`src/rtl/systolic_pkg.sv`:
```
// systolic_pkg: shared types and constants for the systolic DSP array.
//   W_DEF          default result width of a DSP cell
//   SAT_POS/NEG    saturation limits produced by the cells
//   drain_state_t  state encoding of the result drain FSM
package systolic_pkg;

   localparam int W_DEF = 16;

   localparam logic [15:0] SAT_POS = 16'h7fff;
   localparam logic [15:0] SAT_NEG = 16'h8000;

   typedef enum logic [1:0] {
      IDLE  = 2'd0,
      LOAD  = 2'd1,
      DRAIN = 2'd2
   } drain_state_t;

endpackage

```
`src/rtl/dsp_result_drain.sv`:
```
// dsp_result_drain: captures one DSP row's results on cap and streams them out over valid/ready.
//   clk, rst_n     clock, asynchronous active-low reset
//   cap            row clear strobe (same pulse as the cells' sreset)
//   s_in, sat_in   packed cell results (cell k at [k*W +: W]) and saturation flags
//   ovr_clr        clears overrun (and sat_cnt when enabled)
//   out_valid/out_ready/out_data/out_sat/out_idx/out_last   result stream
//   busy           FSM not idle
//   overrun        sticky, a cap arrived while busy and was dropped
//   sat_cnt        saturated words handed out; live only with DSP_DRAIN_SAT_CNT_EN defined
module dsp_result_drain
   import systolic_pkg::*;
#(
   parameter int N = 4,
   parameter int W = W_DEF
)
(
   input  logic                 clk,
   input  logic                 rst_n,
   input  logic                 cap,
   input  logic [N*W-1:0]       s_in,
   input  logic [N-1:0]         sat_in,
   input  logic                 ovr_clr,
   output logic                 out_valid,
   input  logic                 out_ready,
   output logic [W-1:0]         out_data,
   output logic                 out_sat,
   output logic [$clog2(N)-1:0] out_idx,
   output logic                 out_last,
   output logic                 busy,
   output logic                 overrun,
   output logic [7:0]           sat_cnt
);

   localparam int IW = $clog2(N);
   localparam logic [IW-1:0] LAST = IW'(N - 1);

   drain_state_t   state_q, state_d;
   logic [IW-1:0]  idx_q;
   logic [W-1:0]   data_q [N];
   logic [N-1:0]   sat_q;
   logic           ovr_q;
   logic           hs, fin, drop;

   assign hs  = out_valid & out_ready;
   assign fin = hs & (idx_q == LAST);

   always_ff @(posedge clk or negedge rst_n)
      if (!rst_n) state_q <= IDLE;
      else        state_q <= state_d;

   // A cap coinciding with the final handshake starts the next tile instead of being dropped.
   always_comb begin
      state_d = state_q;
      drop    = 1'b0;
      case (state_q)
         IDLE:    state_d = cap ? LOAD : IDLE;
         LOAD: begin
            state_d = DRAIN;
            drop    = cap;
         end
         DRAIN: begin
            state_d = fin ? (cap ? LOAD : IDLE) : DRAIN;
            drop    = cap & ~fin;
         end
         default: state_d = IDLE;
      endcase
   end

   always_ff @(posedge clk or negedge rst_n)
      if (!rst_n)                idx_q <= '0;
      else if (state_q == LOAD)  idx_q <= '0;
      else if (hs)               idx_q <= fin ? '0 : idx_q + IW'(1);

   // Cell outputs settle one edge after sreset, so the bank is written at the end of LOAD.
   always_ff @(posedge clk or negedge rst_n)
      if (!rst_n) begin
         for (int k = 0; k < N; k++) data_q[k] <= '0;
         sat_q <= '0;
      end else if (state_q == LOAD) begin
         for (int k = 0; k < N; k++) data_q[k] <= s_in[k*W +: W];
         sat_q <= sat_in;
      end

   // Setting has priority over clearing.
   always_ff @(posedge clk or negedge rst_n)
      if (!rst_n)       ovr_q <= 1'b0;
      else if (drop)    ovr_q <= 1'b1;
      else if (ovr_clr) ovr_q <= 1'b0;

   assign out_valid = (state_q == DRAIN);
   assign busy      = (state_q != IDLE);
   assign out_idx   = idx_q;
   assign out_data  = out_valid ? data_q[idx_q] : '0;
   assign out_sat   = out_valid & sat_q[idx_q];
   assign out_last  = out_valid & (idx_q == LAST);
   assign overrun   = ovr_q;

`ifdef DSP_DRAIN_SAT_CNT_EN
   logic [7:0] cnt_q;

   always_ff @(posedge clk or negedge rst_n)
      if (!rst_n)                              cnt_q <= 8'd0;
      else if (ovr_clr)                        cnt_q <= 8'd0;
      else if (hs & out_sat & (cnt_q != 8'hff)) cnt_q <= cnt_q + 8'd1;

   assign sat_cnt = cnt_q;
`else
   assign sat_cnt = 8'd0;
`endif

endmodule

```
`config.mk`:
```
export PLATFORM = sky130hd
export DESIGN_NAME = dsp_result_drain
export DESIGN_NICKNAME = d
export VERILOG_FILES = /design/src/rtl/systolic_pkg.sv /design/src/rtl/dsp_result_drain.sv
export SDC_FILE = /design/constraint.sdc
export NUM_CORES = 1
export LEC_CHECK = 0
export CAP_MARGIN = 30
export CORE_ASPECT_RATIO = 1.5
export CORE_MARGIN = 2
export CORE_UTILIZATION = 46
export DETAILED_ROUTE_END_ITERATION = 10
export HOLD_SLACK_MARGIN = 0.12
export PLACE_DENSITY = 0.86
export SYNTH_ARGS = -nofsm -noshare
export SYNTH_HDL_FRONTEND = slang
export SYNTH_SLANG_ARGS = --single-unit
```
`constraint.sdc`:
```
create_clock -name clk -period 2.35 [get_ports clk]
set_input_delay 0.3525 -clock clk [delete_from_list [all_inputs] [get_ports clk]]
set_output_delay 0.3525 -clock clk [all_outputs]
set_load 0.05 [all_outputs]
```
==> metrics.cfg <==
[yosys]
yosysTopAreaCellShare = 0.488
ys_ff_latch = 73
yosys.area.top_type = dfrtp_1
synth_area_leaders = dfrtp_1 (49%), mux2_4 (27%), mux2i_1 (9.4%)
yosys_warnings = 0
ys_seq_area_frac = 0.488
postSynthAreaPerCell_um2 = 15.5
syn_area_um2 = 3740
synth_cell_types = 24
synthCells = 242

[worst_setup_path]
cp_top_family = buffers and inverters
cp_num_buf_inv = 3
cp-start-kind = flop
cp.required_ns = 2.00
crit_type = flop to primary output
slowest_delay_ns = 0.42
crit_fanout = 17
slowest_stage = dfrtp_1
cp.arrival_ns = 1.94
crit_path_cell_trace = inv_1 -> ha_1 -> buf_4 -> nand2b_4 -> o22ai_1 -> buf_12
cp-end-kind = primary output

[route]
routedWlPerCell_um = 17.7
drc = 0
drtIter0Drc = 105
wl_um = 7900
first_pass_iters = 4
num_vias = 2262
vias_per_cell = 5.06
drtAntennaViolNets = 0

[sta]
fin_crit_sh = 0.975
fin_crit_ns = 2.29
worst_pin_slew_ns = 0.905
fmaxAchievable_mhz = 436
relSlewSlack = 0.397
rsz0062_at_grt = true
hold_viol = 0
setup_violations = 0
setup-tns-final_ns = 0
finalClockSkew_ns = 0.00735
layout_setup_ws_ns = 0.0584
maxSlewViolCount = 0

[clocking]
tritoncts = built
clock_latency_ns = 0.34
cts_buffer_depth = 2
cts_sinks = 73
clkTransAtPathRegs_ns = 0.06
numCtsBuffers = 9
clock-root-buffer = clkbuf_16
htreeDepth = 3
postCtsSetupBuffers = 0

[place]
port_buffers = 95
dp_slack_ns = 0.399
placed_area_um2 = 4880
globalplace.congestion = 0.744
hpwl_um = 5530

[power_and_ir_drop]
clock_power_share = 0.176
power_mw = 7.63
power.switching_mw = 2.67
power_density_nw_per_um2 = 1470
internal_power_mw = 4.96
power.leakage_nw = 2.23
ir_drop_uv = 1200
pwr-share-comb = 0.521
switching_share = 0.350
seqPwrFrac = 0.303

[global_routing]
grt_pass1_vias = 2528
grt_util_all_layers = 0.191
grt_overflow = 0
grt_max_degree = 74
grt_pass1_wl_um = 12800
antenna_found_initial = 0

[finish]
layout_common_cells = clkdlybuf4s50_1 (74), dfrtp_1 (72), mux2_4 (67)
n_antenna_cell = 0
nFillCells = 562
synthToLayoutAreaGrowth_pct = 38.5
final_common_cell = clkdlybuf4s50_1
fin_nets = 415
final_util = 0.652
stdcell_area_um2 = 5180
multiInputGateArea_um2 = 1710
final_layout_size_suffix_gt1_frac = 0.345
regArea_um2 = 1830

[outcome]
status = complete, no violations

[die]
rows = 40
start_util = 0.470
die_h_um = 114
die_area_um2 = 8890
die_w_um = 77.7
core_area_um2 = 7960
ios = 104

[hold_path]
min_path_type = input port to async pin

[flow_run]
cap_violations = 0

[final timing paths]
check / start / end / slack, ns / depth (start not counted)
max: state_q[0]$_DFF_PN0_ / out_data[9] / 0.06 / 6
min: rst_n / data_q[9]$_DFFE_PN0N_ / 0.15 / 1
max reg2reg: state_q[1]$_DFF_PN0_ / data_q[40]$_DFFE_PN0N_ / 0.65 / 4
min reg2reg: data_q[33]$_DFFE_PN0N_ / data_q[33]$_DFFE_PN0N_ / 0.51 / 1
max in group asynchronous: rst_n / out_idx[1]$_DFFE_PN0P_ / 1.57 / 1
min in group clk: data_q[33]$_DFFE_PN0N_ / data_q[33]$_DFFE_PN0N_ / 0.51 / 1
[per-layer routing]
metal  vias up  GRT usage  part of all wire
li1       1051          -                 -
met1      1113      0.228              0.41
met2        79      0.303              0.50
met3        19     0.0450             0.048
met4         0      0.135             0.042
met5         -          0                 0
[cells in the mapped netlist, drive strengths merged]
cell type / n
nand2: 2
mux2i: 35
inv: 3
nand3: 2
o22ai: 17
buf: 24
and2: 1
conb: 1
a31oi: 1
nand4bb: 1
nand2b: 2
o211ai: 1
mux2: 68
ha: 5
dfrtp: 73
a21oi: 2
a21bo: 3
nor3b: 1
[worst reg2reg max path, cell delays in order, from the launching register on]
cell and delay [ns]:
dfrtp_1 0.41, inv_1 0.13, ha_4 0.37, buf_12 0.33, mux2_4 0.35
[power by group through the flow]
stage	registers [mW]	clock network (mW)	logic, mW
final	2.31	1.34	3.98
after global routing	2.40	1.44	4.18
after CTS	2.32	1.38	4.00
after detailed placement	2.33	0	3.97
after global placement	2.28	0	3.92
after floorplan	2.25	0	2.84
[through the flow]
stage / std cells / hold slack, ns
5_1_grt: 447 / 0.223
3_3_place_gp: 431 / 0.491
3_5_place_dp: 431 / 0.491
6_report: 447 / 0.148
4_1_cts: 447 / 0.173
2_1_floorplan: 249 / 0.0569
[repair_timing]
item                                    CTS  global route
gates resized for setup                   0             2
endpoints found under the hold margin     0             0
endpoints found under the setup margin    0            18
hold buffers                              0             0
[kinds of logic after synthesis]
kind of cell / count (synthesis) / share of synthesized area
other: 1 / 0.00100
and+or+nand+nor: 9 / 0.0177
DFF: 73 / 0.488
buffers and inverters: 27 / 0.0685
adders and majority gates: 5 / 0.0167
AOI/OAI and AO/OA: 24 / 0.0428
muxes: 103 / 0.365
[area by class of cell]
cell class,count,area share
flip-flops and latches,73,0.353
multi-input cells,149,0.329
repair buffers,101,0.234
clock buffers,11,0.0468
well taps,105,0.0253
clock inverters,5,0.0106
inverters,3,0.00217
[sequential cells by signal (all words and copies together), names as in the netlist]
signal and cells:
overrun 1, sat_q 4, state_q 2, data_q 64, out_idx 2
Note: power is estimated with default switching activity, not from simulation.
